--- src/rtl/libnet_pkg.sv ---
// Shared libnet definitions: header field positions, FSM state encoding and
// the beat-select used when the transmit FSM leaves IDLE.
package libnet_pkg;

    localparam int DATA_W = 512;
    localparam int KEEP_W = 64;
    localparam int USER_W = 64;
    localparam int SEQ_W  = 32;

    localparam int CUR_SEQ_LSB_DEF = 344;
    localparam int CUR_SEQ_MSB_DEF = 375;
    localparam int ACK_FLAG_DEF    = 376;
    localparam int SYN_FLAG_DEF    = 377;
    localparam int ACK_SEQ_LSB_DEF = 378;
    localparam int ACK_SEQ_MSB_DEF = 409;

    typedef enum logic [1:0] {
        IDLE     = 2'd0,
        DATA_HDR = 2'd1,
        STREAM   = 2'd2,
        CTRL     = 2'd3
    } libnet_state_e;

    typedef enum logic [1:0] {
        SEL_NONE = 2'd0,
        SEL_SYN  = 2'd1,
        SEL_DATA = 2'd2,
        SEL_ACK  = 2'd3
    } libnet_sel_e;

    // Sequence numbers wrap naturally at 32 bits.
    function automatic logic [SEQ_W-1:0] seq_add1(input logic [SEQ_W-1:0] s);
        return s + 32'd1;
    endfunction

endpackage

--- src/rtl/libnet_hdr_build.sv ---
// Combinational header builder: overlays sequence, flags and (when ACK is set)
// the acknowledged sequence onto the static header template.
module libnet_hdr_build
    import libnet_pkg::*;
#(
    parameter int CURRENT_SEQ_LSB = CUR_SEQ_LSB_DEF,
    parameter int CURRENT_SEQ_MSB = CUR_SEQ_MSB_DEF,
    parameter int ACK_FLAG        = ACK_FLAG_DEF,
    parameter int SYN_FLAG        = SYN_FLAG_DEF,
    parameter int ACK_SEQ_LSB     = ACK_SEQ_LSB_DEF,
    parameter int ACK_SEQ_MSB     = ACK_SEQ_MSB_DEF
) (
    input  logic [DATA_W-1:0] hdr_base,
    input  logic [SEQ_W-1:0]  seq,
    input  logic              syn,
    input  logic              ack,
    input  logic [SEQ_W-1:0]  ack_seq,
    output logic [DATA_W-1:0] hdr
);

    // The ack field keeps the template contents unless an ack is carried.
    always_comb begin
        hdr = hdr_base;
        hdr[CURRENT_SEQ_MSB:CURRENT_SEQ_LSB] = seq;
        hdr[ACK_FLAG] = ack;
        hdr[SYN_FLAG] = syn;
        if (ack) begin
            hdr[ACK_SEQ_MSB:ACK_SEQ_LSB] = ack_seq;
        end
    end

endmodule

--- src/rtl/tx_libnet_512.sv ---
// libnet transmit path: prefixes app packets with a sequenced header and emits
// SYN/ACK control beats. Define TX_LIBNET_ACK_PIGGYBACK_EN to carry acks in data headers.
module tx_libnet_512
    import libnet_pkg::*;
#(
    parameter int CURRENT_SEQ_LSB = CUR_SEQ_LSB_DEF,
    parameter int CURRENT_SEQ_MSB = CUR_SEQ_MSB_DEF,
    parameter int ACK_FLAG        = ACK_FLAG_DEF,
    parameter int SYN_FLAG        = SYN_FLAG_DEF,
    parameter int ACK_SEQ_LSB     = ACK_SEQ_LSB_DEF,
    parameter int ACK_SEQ_MSB     = ACK_SEQ_MSB_DEF
) (
    input  logic              clk,
    input  logic              reset,
    input  logic [DATA_W-1:0] rx_tdata,
    input  logic [KEEP_W-1:0] rx_tkeep,
    input  logic [USER_W-1:0] rx_tuser,
    input  logic              rx_tvalid,
    input  logic              rx_tlast,
    output logic              rx_tready,
    output logic [DATA_W-1:0] tx_tdata,
    output logic [KEEP_W-1:0] tx_tkeep,
    output logic [USER_W-1:0] tx_tuser,
    output logic              tx_tvalid,
    output logic              tx_tlast,
    input  logic              tx_tready,
    input  logic [DATA_W-1:0] hdr_base,
    input  logic [SEQ_W-1:0]  ack_seq,
    input  logic              ack_valid,
    input  logic              syn_req,
    input  logic [SEQ_W-1:0]  syn_seq,
    output logic              syn_done,
    output logic [SEQ_W-1:0]  seq_next,
    output logic [SEQ_W-1:0]  tx_pkt_cnt
);

    libnet_state_e     state;
    libnet_sel_e       idle_sel;
    logic              can_load;
    logic              syn_take;
    logic              ack_pend;
    logic              ack_dirty;
    logic [SEQ_W-1:0]  ack_val;
    logic              syn_pend;
    logic [SEQ_W-1:0]  syn_val;
    logic [SEQ_W-1:0]  hb_seq;
    logic              hb_syn;
    logic              hb_ack;
    logic [DATA_W-1:0] hdr_word;

    assign can_load  = !tx_tvalid || tx_tready;
    assign rx_tready = (state == STREAM) && can_load;
    assign syn_take  = (state == IDLE) && can_load && (idle_sel == SEL_SYN);

    // Decide which beat IDLE would launch and set up the header overlay for it.
    always_comb begin
        idle_sel = SEL_NONE;
        hb_seq   = seq_next;
        hb_syn   = 1'b0;
        hb_ack   = 1'b0;
        if (syn_req || syn_pend) begin
            idle_sel = SEL_SYN;
        end else if (rx_tvalid) begin
            idle_sel = SEL_DATA;
        end else if (ack_pend) begin
            idle_sel = SEL_ACK;
        end
        case (idle_sel)
            SEL_SYN: begin
                hb_seq = syn_req ? syn_seq : syn_val;
                hb_syn = 1'b1;
            end
`ifdef TX_LIBNET_ACK_PIGGYBACK_EN
            SEL_DATA: hb_ack = ack_pend;
`endif
            SEL_ACK:  hb_ack = 1'b1;
            default: ;
        endcase
    end

    libnet_hdr_build #(
        .CURRENT_SEQ_LSB(CURRENT_SEQ_LSB),
        .CURRENT_SEQ_MSB(CURRENT_SEQ_MSB),
        .ACK_FLAG       (ACK_FLAG),
        .SYN_FLAG       (SYN_FLAG),
        .ACK_SEQ_LSB    (ACK_SEQ_LSB),
        .ACK_SEQ_MSB    (ACK_SEQ_MSB)
    ) u_hdr (
        .hdr_base(hdr_base),
        .seq     (hb_seq),
        .syn     (hb_syn),
        .ack     (hb_ack),
        .ack_seq (ack_val),
        .hdr     (hdr_word)
    );

    // ack_dirty marks an ack that arrived after the carrying beat was built,
    // so accepting that beat must not drop the newer value.
    always_ff @(posedge clk or posedge reset) begin
        if (reset) begin
            state      <= IDLE;
            tx_tdata   <= '0;
            tx_tkeep   <= '0;
            tx_tuser   <= '0;
            tx_tvalid  <= 1'b0;
            tx_tlast   <= 1'b0;
            syn_done   <= 1'b0;
            seq_next   <= '0;
            tx_pkt_cnt <= '0;
            ack_pend   <= 1'b0;
            ack_dirty  <= 1'b0;
            ack_val    <= '0;
            syn_pend   <= 1'b0;
            syn_val    <= '0;
        end else begin
            syn_done <= 1'b0;
            if (tx_tvalid && tx_tready) begin
                tx_tvalid <= 1'b0;
            end
            case (state)
                IDLE: begin
                    if (can_load && idle_sel != SEL_NONE) begin
                        tx_tvalid <= 1'b1;
                        tx_tdata  <= hdr_word;
                        tx_tkeep  <= '1;
                        tx_tuser  <= '0;
                        tx_tlast  <= (idle_sel != SEL_DATA);
                        ack_dirty <= 1'b0;
                        if (idle_sel == SEL_SYN) begin
                            syn_pend <= 1'b0;
                        end
                        state <= (idle_sel == SEL_DATA) ? DATA_HDR : CTRL;
                    end
                end
                DATA_HDR: begin
                    if (tx_tready) begin
                        seq_next   <= seq_add1(seq_next);
                        tx_pkt_cnt <= tx_pkt_cnt + 32'd1;
                        if (tx_tdata[ACK_FLAG] && !ack_dirty) begin
                            ack_pend <= 1'b0;
                        end
                        state <= STREAM;
                    end
                end
                STREAM: begin
                    if (rx_tvalid && rx_tready) begin
                        tx_tvalid <= 1'b1;
                        tx_tdata  <= rx_tdata;
                        tx_tkeep  <= rx_tkeep;
                        tx_tuser  <= rx_tuser;
                        tx_tlast  <= rx_tlast;
                        if (rx_tlast) begin
                            state <= IDLE;
                        end
                    end
                end
                CTRL: begin
                    if (tx_tready) begin
                        tx_pkt_cnt <= tx_pkt_cnt + 32'd1;
                        if (tx_tdata[SYN_FLAG]) begin
                            seq_next <= tx_tdata[CURRENT_SEQ_MSB:CURRENT_SEQ_LSB];
                            syn_done <= 1'b1;
                        end
                        if (tx_tdata[ACK_FLAG] && !ack_dirty) begin
                            ack_pend <= 1'b0;
                        end
                        state <= IDLE;
                    end
                end
                default: state <= IDLE;
            endcase
            if (syn_req && !syn_take) begin
                syn_pend <= 1'b1;
                syn_val  <= syn_seq;
            end
            if (ack_valid) begin
                ack_val   <= ack_seq;
                ack_pend  <= 1'b1;
                ack_dirty <= 1'b1;
            end
        end
    end

endmodule

--- config.mk ---
export PLATFORM = sky130hd
export DESIGN_NAME = tx_libnet_512
export DESIGN_NICKNAME = d
export VERILOG_FILES = /design/src/rtl/libnet_pkg.sv /design/src/rtl/libnet_hdr_build.sv /design/src/rtl/tx_libnet_512.sv
export SDC_FILE = /design/constraint.sdc
export NUM_CORES = 2
export LEC_CHECK = 0
export BUFFER_PORTS_ARGS = -buffer_cell sky130_fd_sc_hd__buf_2
export CAP_MARGIN = 0
export CORE_AREA = 2 2 743 745
export DETAILED_ROUTE_END_ITERATION = 12
export DIE_AREA = 0 0 745 747
export GPL_ROUTABILITY_DRIVEN = 1
export PLACE_DENSITY = 0.3
export REMOVE_ABC_BUFFERS = 1
export SYNTH_ARGS = -nofsm -noshare
export SYNTH_HDL_FRONTEND = slang
export SYNTH_HIERARCHICAL = 1
export SYNTH_SLANG_ARGS = --single-unit
--- constraint.sdc ---
create_clock -name clk -period 76.4 [get_ports clk]
set_input_delay 15.28 -clock clk [delete_from_list [all_inputs] [get_ports clk]]
set_output_delay 15.28 -clock clk [all_outputs]
set_load 0.02 [all_outputs]
# Word level (Yosys, flattened, before mapping)
# Cells that the tools add are included.
# totals
input_bits	1223
wordCells	111
output_inout_bits	708
reg_bits	776
# classes
eq_ne	13
muxes	49
addsub	2
n_reduce_logical	33
# ops
op	count
$mux W512	2
$pmux W512 S2	1
$mux W64	4
$pmux W64 S2	2
$mux W32	6
$add A32 B1 Y32 const B	2
$pmux W32 S2	1
$reduce_bool A2 Y1	11
$mux W1	21
$mux W2	9
$ne A2 B2 Y1 const B	5
$reduce_and A3 Y1	3
$eq A2 B2 Y1 const B	4
$logic_and A1 B1 Y1	8
$pmux W2 S4	1
$reduce_and A5 Y1	1
$eq A2 B1 Y1 const B	2
$ne A2 B1 Y1 const B	2
$pmux W1 S2	2
$reduce_and A2 Y1	2
$reduce_and A4 Y1	1
$logic_not A1 Y1	3
$logic_not A2 Y1	1
$logic_or A1 B1 Y1	2
$reduce_or A2 Y1	1

# Logic depth before layout (Yosys ltp)
# depth
depth_word	9
mapped_depth	10
depth_no_buf	6

# Hierarchy
# The synthesis kept the hierarchy.
# by_module_without_submodules
mod	seq_area_each_um2	cells_per_inst	n_inst	area_each_um2
tx_libnet_512	19418.6	3159	1	34609.4
libnet_hdr_build	0.0	516	1	4147.7

# Worst setup path after synthesis
# Ideal clock, no wire load.
# synth_path
kind	input to output
startpoint	in tx_tready
endpoint	out rx_tready
required_ps	61120
arrival_time_ps	15864
path_buffers	0
setup_slack_ps	45256
cell_stages	2
cell_sequence	nor2b_1 nor3_1
# synth_via
elab_chain_len	2
# synth_lines
element	line_no	text
start, declared	tx_libnet_512.sv:26	input logic tx_tready,
$logic_or A1 B1 Y1	tx_libnet_512.sv:51	assign can_load = !tx_tvalid || tx_tready;
$logic_and A1 B1 Y1	tx_libnet_512.sv:52	assign rx_tready = (state == STREAM) && can_load;
end, declared	tx_libnet_512.sv:20	output logic rx_tready,
# Every way passes these cells.

# Worst setup path after layout
# Ends and elaborated chain as after synthesis.

==> impl_metrics.json <==
{
  "utilization_pct": 10.4,
  "grt.total_usage_pct": 13.2,
  "endpoint": "rx_tready",
  "post_cts_buffers": 0,
  "synth-compound-area-share_pct": 11.5,
  "final_common_cell": "buf_2",
  "via_count": 33600,
  "ys_warn_count": 6,
  "grt_pass1_vias": 34000,
  "most-common-layout-cells": "buf_2 (1,895), dfrtp_1 (775), nand2_1 (579), mux2i_1 (547), o21ai_0 (352)",
  "critPathMaxStageDelay_ps": 560,
  "drc": 0,
  "syn_avg_cell_area_um2": 10.5,
  "power.density_nw_per_um2": 50.5,
  "critPathMaxFanout": 7,
  "ys_seq_area_share_pct": 50.1,
  "finalSetupViolCount": 0,
  "path_cells": "buf_2, nor2b_1, nor3_1, buf_2",
  "status": "finished, final reports clean",
  "tns_ps": 0,
  "fin_crit_ps": 32250,
  "end_kind": "primary output",
  "insertion_delay_ps": 880,
  "finalHoldViolCount": 0,
  "drtIter0Drc": 1756,
  "start_util_pct": 7.07,
  "synth_mux_area_share_pct": 17.2,
  "antenna_left": 0,
  "drive_gt1_share_pct": 44.0,
  "synth.top_cells.by_area": "dfrtp_1 (50%), mux2i_1 (14%), buf_4 (9.4%)",
  "rr_worst_depth": 9,
  "fmax_ghz": 0.0310,
  "synth_area_um2": 38800,
  "grt_use_met3_pct": 12.5,
  "fin_nets": 6248,
  "boundaryPins": 1931,
  "reg2reg_from": "state[1]",
  "drt_first_pass_iters": 5,
  "cts_buffers": 120,
  "ir_drop_mv": 0.0216,
  "grt_use_met1_pct": 13.8,
  "maxCapViolCount": 0,
  "overflow": 0,
  "p_switching_mw": 1.55,
  "cts_resized": 0,
  "worstSetupPathType": "in2out",
  "wl_mm": 381,
  "fin_ws_ps": 44150,
  "seqPwrFrac_pct": 25.1,
  "max_slew.worst_pin.slew_ps": 1180,
  "p_int_mw": 1.34,
  "portBuffers": 1896,
  "rows": 272,
  "coreArea_um2": 548000,
  "hold_path_class": "reg2reg",
  "synthCells": 3675,
  "die_area_um2": 557000,
  "synth_top_area_share_pct": 50.1,
  "use_met2_pct": 19.0,
  "n_fill_cell": 63700,
  "pwr-share-comb_pct": 54.1,
  "r2r_slack_ps": 70110,
  "synth_flop_cell": "dfrtp_1",
  "clk_pin_slew_ps": 50,
  "p_leak_nw": 25.6,
  "cts_num_sinks": 776,
  "grt_pass1_wl_mm": 457,
  "required_ps": 61120,
  "switching_share_pct": 53.7,
  "synth_top_family_by_area": "multiplexers",
  "vias_per_cell": 2.69,
  "synth-seq-cells": 776,
  "top_usage_layer": "met2",
  "yosys.area_share.simple_pct": 7.76,
  "fin_skew_ps": 50.6,
  "rsz0062_at_grt": "no",
  "holdPathStages": 2,
  "crit_slowest_cell": "nor3_1",
  "die_h_um": 747,
  "period_share_pct": 42.2,
  "antenna_found_initial": 275,
  "arrival_ps": 16970,
  "drv_slew": 0,
  "synthAdderAreaFrac_pct": 0.0646,
  "synthXorXnorAreaFrac_pct": 0.701,
  "place_congestion": 0.850,
  "worstSetupStartpointType": "primary input",
  "clk_path_buf_depth": 4,
  "routedWlPerCell_um": 30.6,
  "die_x_um": 745,
  "area_delta_synth_final_pct": 47.6,
  "ys_types": 61,
  "cts_tree": "done",
  "yosysTopAreaCell": "dfrtp_1",
  "pwr-share-clk_pct": 20.7,
  "dp_hpwl_mm": 336,
  "cpMostUsedCell": "buf_2",
  "clock-root-buffer": "clkbuf_16",
  "hold_buffers": 0,
  "setup.worst_path.start": "tx_tready",
  "place_ws_ps": 44110,
  "maxSlewHeadroom_pct": 21.6,
  "synth_enable_flop_cells": 0,
  "htree_levels": 3,
  "grt_max_degree": 218,
  "r2r_end": "tx_tdata[211]",
  "ys_async_sr_fraction_pct": 100
}
state kept, by name, indices dropped and copies added, names as in the netlist:
name	flops
syn_pend	1
tx_tlast	1
ack_pend	1
state	2
tx_tdata	512
tx_tuser	64
tx_tkeep	64
tx_pkt_cnt	32
ack_dirty	1
tx_tvalid	1
ack_val	32
syn_val	32
seq_next	32
syn_done	1
worst min path at each step:
stage                           endpoint            from  slack (ps)
after floorplan                ack_dirty       ack_dirty         440
after global placement    tx_pkt_cnt[31]  tx_pkt_cnt[31]         460
after detailed placement       ack_dirty       ack_dirty         460
after CTS                 tx_pkt_cnt[31]  tx_pkt_cnt[31]         480
after global routing        tx_tdata[51]    tx_tdata[51]         490
final                       tx_tdata[34]    tx_tdata[34]         470
Yosys cell counts, drive strengths merged (7+ instances only):
| master | number |
|---|---|
| o22a | 64 |
| mux2i | 547 |
| clkbuf | 73 |
| xnor2 | 24 |
| a22o | 64 |
| xor2 | 7 |
| mux2 | 97 |
| o21ai | 562 |
| nor2 | 28 |
| and3 | 8 |
| nand4 | 22 |
| nand2 | 582 |
| and4 | 8 |
| dfrtp | 776 |
| a21oi | 32 |
| nor3 | 11 |
| inv | 14 |
| nand3 | 37 |
| o22ai | 11 |
| buf | 650 |
kinds of logic after synthesis:
kind of cell | after synthesis
DFF | 776
AOI/OAI and AO/OA | 766
buffers and inverters | 737
and+or+nand+nor | 719
muxes | 644
xor gates and xnor gates | 31
adders and majority gates | 2
area by class of cell:
type / instances / area, µm² / share of cell area [%]
tap: 7261 / 9080 / 15.9
inverter: 14 / 60.1 / 0.105
antenna: 77 / 193 / 0.337
timing repair buffer: 1949 / 9930 / 17.3
multi-input combinational: 2162 / 14500 / 25.3
clock inverter: 34 / 531 / 0.927
clock buffer: 181 / 3540 / 6.19
sequential: 776 / 19400 / 33.9
metrics by stage:
step / area (µm²) / instances / hold slack [ps] / total power [mW]
floorplan: 33900 / 2952 / 440 / 1.73
CTS: 57000 / 12400 / 476 / 2.99
finish: 57200 / 12500 / 473 / 2.89
global placement: 53000 / 12200 / 458 / 2.36
detailed placement: 53000 / 12200 / 463 / 2.37
global route: 57100 / 12400 / 494 / 3.11
power by group through the flow:
stage                     clock network, mW  registers, mW  logic, mW
after floorplan                           0          0.937      0.795
after global placement                    0          0.730       1.63
after detailed placement                  0          0.734       1.63
after CTS                             0.627          0.730       1.63
after global routing                  0.636          0.755       1.72
final                                 0.599          0.727       1.56
layer usage:
metal / wire length [µm] / vias up / share of wire, %
met2: 152000 / 1884 / 40
met5: 761 / - / 0.20
met3: 80500 / 584 / 21
met4: 11500 / 112 / 3.0
met1: 137000 / 15900 / 36
li1: - / 15100 / -
worst max-delay path: cells and delay by family:
family	cells	cell delay, ps
buffers and inverters	2	910
and+or+nand+nor	2	710
(Power assumes the default switching activity.)
